--- config.mk ---
export PLATFORM = sky130hd
export DESIGN_NAME = lsu_byte_lane
export DESIGN_NICKNAME = d
export VERILOG_FILES = /design/src/rtl/lsu_byte_lane.sv
export SDC_FILE = /design/constraint.sdc
export NUM_CORES = 1
export LEC_CHECK = 0
export BUFFER_PORTS_ARGS = -buffer_cell sky130_fd_sc_hd__clkbuf_2
export CAP_MARGIN = 40
export CORE_MARGIN = 10
export CORE_UTILIZATION = 45
export CTS_BUF_LIST = sky130_fd_sc_hd__clkbuf_8
export DETAILED_ROUTE_END_ITERATION = 7
export PLACE_DENSITY = 0.81
export SETUP_SLACK_MARGIN = 0.02
export SKIP_LAST_GASP = 1
export SYNTH_ARGS = -nofsm -noshare
export SYNTH_HDL_FRONTEND = slang
export SYNTH_SLANG_ARGS = --single-unit
--- constraint.sdc ---
create_clock -name clk_i -period 5.25 [get_ports clk_i]
set_input_delay 1.05 -clock clk_i [delete_from_list [all_inputs] [get_ports clk_i]]
set_output_delay 1.05 -clock clk_i [all_outputs]
set_load 0.01 [all_outputs]
--- src/rtl/lsu_byte_lane.sv ---
// Load/store front end for the byte-addressable sparse memory.
// Splits misaligned halfwords into two byte transactions and extends loads.
module lsu_byte_lane #(
  parameter int XLEN  = 32,
  parameter int BADDR = 2
) (
  input  logic            clk_i,
  input  logic            rst_ni,
  input  logic            req_valid_i,
  output logic            req_ready_o,
  input  logic            req_we_i,
  input  logic [2:0]      req_funct3_i,
  input  logic [XLEN-1:0] req_addr_i,
  input  logic [XLEN-1:0] req_wdata_i,
  output logic            resp_valid_o,
  output logic [XLEN-1:0] resp_rdata_o,
  output logic            resp_err_o,
  output logic            mem_rd_o,
  output logic            mem_gwe_o,
  output logic [3:0]      mem_bw_o,
  output logic [XLEN-1:0] mem_addr_o,
  output logic [XLEN-1:0] mem_wdata_o,
  input  logic [XLEN-1:0] mem_rdata_i
);

  typedef enum logic [2:0] {
    S_IDLE,
    S_ISSUE0,
    S_ISSUE1,
    S_WAIT,
    S_RESP
  } state_e;

  state_e state_q, state_n;

  logic            we_q;
  logic [2:0]      f3_q;
  logic [XLEN-1:0] addr_q;
  logic [XLEN-1:0] wdata_q;
  logic            err_q;
  logic [7:0]      lo_q;

  logic            acc;
  logic            ill;
  logic            c_we;
  logic [2:0]      c_f3;
  logic [XLEN-1:0] c_addr;
  logic [XLEN-1:0] c_wdata;
  logic            c_err;
  logic            c_split;
  logic [BADDR-1:0] off;
  logic [BADDR-1:0] off1;

  logic            rd_n;
  logic            gwe_n;
  logic [3:0]      bw_n;
  logic [XLEN-1:0] maddr_n;
  logic [XLEN-1:0] mwdata_n;
  logic [XLEN-1:0] rdata_n;

  logic [7:0]      b_b;
  logic [7:0]      hi_b;
  logic [15:0]     h_h;
  logic            sx;

  assign req_ready_o = (state_q == S_IDLE);
  assign acc = req_valid_i & req_ready_o;

  always_comb begin
    ill = 1'b0;
    unique case (req_funct3_i)
      3'b000,
      3'b001: ill = 1'b0;
      3'b010: ill = |req_addr_i[1:0];
      3'b100,
      3'b101: ill = req_we_i;
      default: ill = 1'b1;
    endcase
  end

  // On the accept cycle the strobes are built from the live request.
  always_comb begin
    c_we    = acc ? req_we_i     : we_q;
    c_f3    = acc ? req_funct3_i : f3_q;
    c_addr  = acc ? req_addr_i   : addr_q;
    c_wdata = acc ? req_wdata_i  : wdata_q;
    c_err   = acc ? ill          : err_q;
    off     = c_addr[BADDR-1:0];
    off1    = off + BADDR'(1);
    c_split = (c_f3[1:0] == 2'b01) & off[0];
  end

  always_comb begin
    state_n = state_q;
    unique case (state_q)
      S_IDLE: begin
        if (acc) state_n = ill ? S_RESP : S_ISSUE0;
      end
      S_ISSUE0: begin
        if (c_split)   state_n = S_ISSUE1;
        else if (c_we) state_n = S_RESP;
        else           state_n = S_WAIT;
      end
      S_ISSUE1: state_n = c_we ? S_RESP : S_WAIT;
      S_WAIT:   state_n = S_RESP;
      S_RESP:   state_n = S_IDLE;
      default:  state_n = S_IDLE;
    endcase
  end

  always_comb begin
    rd_n     = 1'b0;
    gwe_n    = 1'b0;
    bw_n     = 4'b0000;
    maddr_n  = '0;
    mwdata_n = '0;
    if (state_n == S_ISSUE0) begin
      maddr_n = c_addr;
      if (!c_we) begin
        rd_n = 1'b1;
      end else begin
        case (c_f3[1:0])
          2'b10: begin
            gwe_n    = 1'b1;
            mwdata_n = c_wdata;
          end
          2'b01: begin
            if (c_split) begin
              bw_n     = 4'b0001 << off;
              mwdata_n = XLEN'(c_wdata[7:0]);
            end else begin
              bw_n     = 4'b0011 << off;
              mwdata_n = XLEN'(c_wdata[15:0]);
            end
          end
          default: begin
            bw_n     = 4'b0001 << off;
            mwdata_n = XLEN'(c_wdata[7:0]);
          end
        endcase
      end
    end else if (state_n == S_ISSUE1) begin
      maddr_n = c_addr + XLEN'(1);
      rd_n    = ~c_we;
      if (c_we) begin
        bw_n     = 4'b0001 << off1;
        mwdata_n = XLEN'(c_wdata[15:8]);
      end
    end
  end

  // Memory returns lane-positioned words; pick the lanes and extend.
  always_comb begin
    b_b  = 8'(mem_rdata_i >> {off, 3'b000});
    hi_b = 8'(mem_rdata_i >> {off1, 3'b000});
    h_h  = c_split ? {hi_b, lo_q}
                   : 16'(mem_rdata_i >> {off, 3'b000});
    sx   = ~c_f3[2];
    rdata_n = '0;
    if (state_q == S_WAIT) begin
      case (c_f3[1:0])
        2'b00:   rdata_n = {{(XLEN-8){sx & b_b[7]}}, b_b};
        2'b01:   rdata_n = {{(XLEN-16){sx & h_h[15]}}, h_h};
        default: rdata_n = mem_rdata_i;
      endcase
    end
  end

  always_ff @(posedge clk_i) begin
    if (!rst_ni) begin
      state_q      <= S_IDLE;
      we_q         <= 1'b0;
      f3_q         <= 3'b000;
      addr_q       <= '0;
      wdata_q      <= '0;
      err_q        <= 1'b0;
      lo_q         <= 8'h00;
      mem_rd_o     <= 1'b0;
      mem_gwe_o    <= 1'b0;
      mem_bw_o     <= 4'b0000;
      mem_addr_o   <= '0;
      mem_wdata_o  <= '0;
      resp_valid_o <= 1'b0;
      resp_err_o   <= 1'b0;
      resp_rdata_o <= '0;
    end else begin
      state_q <= state_n;
      if (acc) begin
        we_q    <= req_we_i;
        f3_q    <= req_funct3_i;
        addr_q  <= req_addr_i;
        wdata_q <= req_wdata_i;
        err_q   <= ill;
      end
      if (state_q == S_ISSUE1) lo_q <= b_b;
      mem_rd_o     <= rd_n;
      mem_gwe_o    <= gwe_n;
      mem_bw_o     <= bw_n;
      mem_addr_o   <= maddr_n;
      mem_wdata_o  <= mwdata_n;
      resp_valid_o <= (state_n == S_RESP);
      resp_err_o   <= (state_n == S_RESP) & c_err;
      resp_rdata_o <= rdata_n;
    end
  end

endmodule

After elaboration in Yosys (flattened, before gate mapping)
Cells that the tools add are included.
{ "op_classes": {"reduce_logical": 8, "shift": 5, "div_mod_pow": 0, "muxes": 31, "order_cmp": 0, "mul": 0, "addsub": 2, "n_eq_ne": 12, "n_bitwise": 7} }
{ "ops": {"columns": ["op", "n"], "rows": [
  ["32-bit two-way mux", 6],
  ["32-bit case mux with 2 select lines", 2],
  ["32-bit by 1-bit adder with 32-bit output (second input constant)", 1],
  ["16-bit two-way mux", 2],
  ["32-bit by 5-bit >> shifter with 16-bit output", 1],
  ["32-bit by 5-bit >> shifter with 8-bit output", 1],
  ["4-bit two-way mux", 5],
  ["8-bit two-way mux", 2],
  ["3-bit two-way mux", 5],
  ["3-bit by 2-bit equality test with 1-bit output (second input constant)", 4],
  ["3-bit case mux with 4 select lines", 1],
  ["3-bit by 1-bit equality test with 1-bit output (second input constant)", 3],
  ["3-bit equality test (second input constant)", 3],
  ["4-bit case mux with 2 select lines", 1],
  ["1-bit by 2-bit << shifter with 4-bit output (first input constant)", 2],
  ["3-bit zero test", 2],
  ["1-bit two-way mux", 6],
  ["2-bit OR reduction", 3],
  ["1-bit bitwise AND", 5],
  ["2-bit by 2-bit << shifter with 4-bit output (first input constant)", 1],
  ["1-bit case mux with 3 select lines", 1],
  ["3-bit AND reduction", 1],
  ["2-bit by 1-bit adder with 2-bit output (second input constant)", 1],
  ["2-bit by 1-bit equality test with 1-bit output (second input constant)", 1],
  ["4 further kinds", 5]
]} }
{ "totals": {"latchBits": 0, "mem_count": 0, "elab_cells": 80, "input_bits": 103, "output_inout_bits": 105, "mem_bits_ro": 0, "regBits": 184, "ram_bits": 0} }

Depth between registers and ports, before layout
{ "depth": {"word_depth": 10, "depth_mapped": 13} }

Worst setup path after synthesis
Ideal clock, no wire load.
{ "synth_path": {"path_type": "input -> register", "from": "in req_valid_i", "to": "reg resp_rdata_o[13]", "path_stages": 11, "setup_slack_ns": 1.486, "arrival_ns": 3.645, "path_buffers": 3, "cell_sequence": "nor4b_4 > mux2i_1 > clkbuf_1 > inv_1 > ha_1 > buf_1 > clkbuf_1 > nor2b_1 > a211oi_1 > a211oi_1 > o221a_2"} }
{ "synth_between": {"elab_chain_len": 6, "elab_cells_between_ends": 13, "classes_between": "add/sub: 1; eq/ne: 1; shift: 2; mux: 4; bitwise: 4; reduce/logical: 1"} }
{ "synth_rtl": {"columns": ["item", "line", "rtl"], "rows": [
  ["from (decl)", "9", "input logic req_valid_i,"],
  ["1-bit bitwise AND (*)", "67", "assign acc = req_valid_i & req_ready_o;"],
  ["32-bit two-way mux (*)", null, null],
  ["via c_addr[1]", "47", "logic [XLEN-1:0] c_addr;"],
  ["2-bit by 1-bit adder with 2-bit output", "89", "off1 = off + BADDR'(1);"],
  ["32-bit by 5-bit >> shifter with 8-bit output", "155", "hi_b = 8'(mem_rdata_i >> {off1, 3'b000});"],
  ["16-bit two-way mux", "156", "h_h = c_split ? {hi_b, lo_q}"],
  ["32-bit case mux with 2 select lines (*)", "161", "case (c_f3[1:0])"],
  ["to (signal assigned)", "203", "resp_rdata_o <= rdata_n;"],
  ["to (decl)", "16", "output logic [XLEN-1:0] resp_rdata_o,"]
]} }
Mark *: on every way through the listed nets, which the timed path passes. The rest lies on a longest branch.
A chain may end at the register's enable or synchronous reset.

Worst setup path after layout
{ "layout_path": {"from": "in req_valid_i", "to": "reg resp_rdata_o[24]"} }
{ "layout_between": {"elab_chain_len": 7, "elab_cells_between_ends": 14, "classes_between": "add/sub: 1; eq/ne: 1; shift: 2; mux: 4; bitwise: 5; reduce/logical: 1"} }
{ "layout_rtl": {"columns": ["item", "line", "rtl"], "rows": [
  ["1-bit bitwise AND (*)", "67", null],
  ["32-bit two-way mux or 3-bit two-way mux (tied branches)", null, null],
  ["2-bit by 1-bit adder with 2-bit output or 2-bit by 1-bit equality test with 1-bit output (tied branches)", "89, 90, 161", null],
  ["32-bit by 5-bit >> shifter with 8-bit output or 1-bit bitwise AND (tied branches)", "155, 90", null],
  ["16-bit two-way mux", "156", null],
  ["1-bit bitwise AND", "163", "2'b01: rdata_n = {{(XLEN-16){sx & h_h[15]}}, h_h};"],
  ["32-bit case mux with 2 select lines (*)", "161", null]
]} }
Mark *: on every way between the ends. The rest lies on a longest branch, timed or not.

==> flow_summary.yaml <==
hold_path:
  hold_class: "flip-flop to flip-flop"
route:
  postRouteAntennaNets: 0
  wl_per_cell_microns: 17.5
  via_per_inst: 5.34
  vias: 6725
  first_pass_iters: 5
  drc: 0
  routed_wirelength_mm: 22.1
  drt_iter0_drc: 447
global_route:
  grt_overflow: 0
  grt_use_total_pct: 18.6
  grt_pass1_vias: 6608
  grt_antenna_before_repair: 1
  grt_max_degree: 81
  grt_pass1_wl_mm: 34.0
clock_tree:
  cts_resized: 0
  cts_max_path_buffers: 2
  numCtsBuffers: 17
  clockRootBuffer: "clkbuf_8"
  cts_setup_buffers: 0
  clock-sinks: 184
  cts.htree.levels: 4
  hold_buffers: 0
  clk_pin_slew_ps: 100
  clk_latency_ps: 480
  cts_tree: "done"
floorplan:
  pin_count: 208
  die-area_sq_um: 23000
  dieWidth_microns: 152
  core_sq_um: 17200
  rows: 48
  start_util_pct: 45.5
  die_y_microns: 152
synth:
  syn-cell-area_sq_um: 7810
  synth-edff-count: 0
  syn_avg_cell_area_sq_um: 9.36
  synth-seq-cells: 184
  ys.flop_type: "dfxtp_1"
  synth-seq-area-share_pct: 47.2
  synth_nets: 941
  synth.distinct_cells: 58
  async_flop_share_pct: 0
  ys_warn_count: 0
  syn_inst: 834
timing:
  tightest_slew_ps: 956
  setup_viol: 0
  min_period_ps: 3710
  period_share_pct: 70.6
  finalHoldViolations: 0
  rsz0062_at_grt: "false"
  drv_slew: 0
  fin_skew_ps: 19.5
  setup_tns_ps: 0
  fmax_ghz: 0.270
  slew_headroom_pct: 36.0
worst_setup_path:
  path_max_fanout: 58
  required_ps: 5660
  cp-end-kind: "flip-flop"
  worst-setup-path-type: "primary input to flip-flop"
  arrival_ps: 4120
  cp-start-kind: "primary input"
placed_design:
  post-place-cells: 1226
  io_buffers: 207
  dp_hpwl_mm: 16.2
  routabilityCongestion: 0.869
power:
  p_per_area_nw_per_um2: 320
  vdd_drop_max_mv: 0.155
  totalPowerFinal_mw: 3.01
  leakage_nw: 4.35
run_status:
  status: "finished, final reports clean"
final_layout:
  fin_cells: 1259
  layout-drive-gt1-share_pct: 26.3
  fill_cells: 1563
  fin_nets: 1127
  area_delta_synth_final_pct: 20.7
flow_run:
  drv_cap: 0
==> power by group <==
group,internal (mW),switching [mW]
logic,0.222,0.341
clock network,0.363,0.593
registers,1.46,0.0345
==> worst max-delay path: stages <==
cell and delay [ps]:
clkbuf_2 110, nor4b_4 330, buf_4 700, mux2i_2 760, o211ai_1 290, a21oi_2 700
a21o_1 160
==> stage by stage <==
stage / area (sq um) / setup WS [ps] / util (%) / hold WS, ps
3_5_place_dp: 9010 / 1070 / 52.5 / 457
3_3_place_gp: 8970 / 1220 / 52.3 / 454
6_report: 9420 / 1540 / 54.9 / 469
5_1_grt: 9420 / 1340 / 54.9 / 489
4_1_cts: 9420 / 1570 / 54.8 / 474
2_1_floorplan: 7810 / 1490 / - / 435
==> layout make-up <==
class	count	area, sq um	share of cell area (%)
clock inverter	15	175	1.86
sequential	184	3680	39.1
clock buffer	17	234	2.48
antenna	1	2.50	0.0266
multi-input combinational	587	3870	41.1
tap	225	282	2.99
timing repair buffer	216	1120	11.9
inverter	14	52.6	0.558
==> cells in the final DEF, fill, tap and decap left out, types with 6 or more instances in the layout <==
master	count
buf_4	8
clkbuf_2	207
nor2_1	67
xnor2_1	10
and3_1	11
mux2i_1	86
xor2_1	16
a21o_1	21
nand2_1	93
a211oi_1	19
dfxtp_1	184
clkbuf_8	17
inv_1	14
a31oi_1	12
o221a_2	7
nand2b_1	7
nor3_1	11
nor4_1	6
nand3_1	38
o21ai_0	17
a21boi_0	11
a21oi_1	8
nor2b_1	65
o22ai_1	17
==> Yosys cell counts, types with 8 or more instances <==
| library cell | count | share of area [%] |
|---|---|---|
| a21boi_0 | 11 | 1.1 |
| buf_2 | 11 | 0.70 |
| xor2_1 | 16 | 1.8 |
| dfxtp_1 | 184 | 47 |
| buf_1 | 9 | 0.43 |
| a31oi_1 | 12 | 0.96 |
| a21oi_1 | 8 | 0.51 |
| nand3_1 | 38 | 2.4 |
| xnor2_1 | 10 | 1.1 |
| nor3_1 | 11 | 0.70 |
| clkbuf_1 | 26 | 1.2 |
| and3_1 | 11 | 0.88 |
| o21ai_0 | 17 | 1.1 |
| nor2_1 | 67 | 3.2 |
| o22ai_1 | 17 | 1.4 |
| mux2i_1 | 88 | 11 |
| inv_1 | 14 | 0.67 |
| nand2_1 | 93 | 4.5 |
| a21o_1 | 21 | 2.0 |
| nor2b_1 | 65 | 5.2 |
| a211oi_1 | 19 | 1.8 |
==> cell families after synthesis <==
| kind of cell | share of synthesized area, % |
|---|---|
| AND/OR/NAND/NOR | 21.1 |
| adder cells (fa/ha/maj) | 0.641 |
| flip-flops | 47.2 |
| buffers and inverters | 3.49 |
| multiplexers | 12.4 |
| AO/OA/AOI/OAI | 12.3 |
| XOR/XNOR | 2.92 |
==> final timing paths <==
path	startpoint	to	slack, ps	cells after the start
min	lo_q[5]	lo_q[5]	470	2
max	req_valid_i	resp_rdata_o[24]	1540	7
min reg2reg	lo_q[5]	lo_q[5]	470	2
max reg2reg	state_q[2]	resp_rdata_o[24]	1690	6
==> per-layer routing <==
metal  up-vias  track usage (%)  share of wire, %
met5         -                0                 0
met4         0             7.29               2.5
met3        40             4.99               7.5
met2       245             30.7                49
met1      3159             22.6                41
li1       3281                -                 -
==> state kept, by name, indices dropped and copies added (netlist names) <==
signal and flops:
err_q 1, lo_q 8, mem_wdata_o 32, mem_rd_o 1, wdata_q 32, resp_rdata_o 32, state_q 3, we_q 1
resp_valid_o 1, mem_gwe_o 1, resp_err_o 1, mem_bw_o 4, addr_q 32, f3_q 3, mem_addr_o 32
No activity file was read; power rests on OpenSTA's default activity.
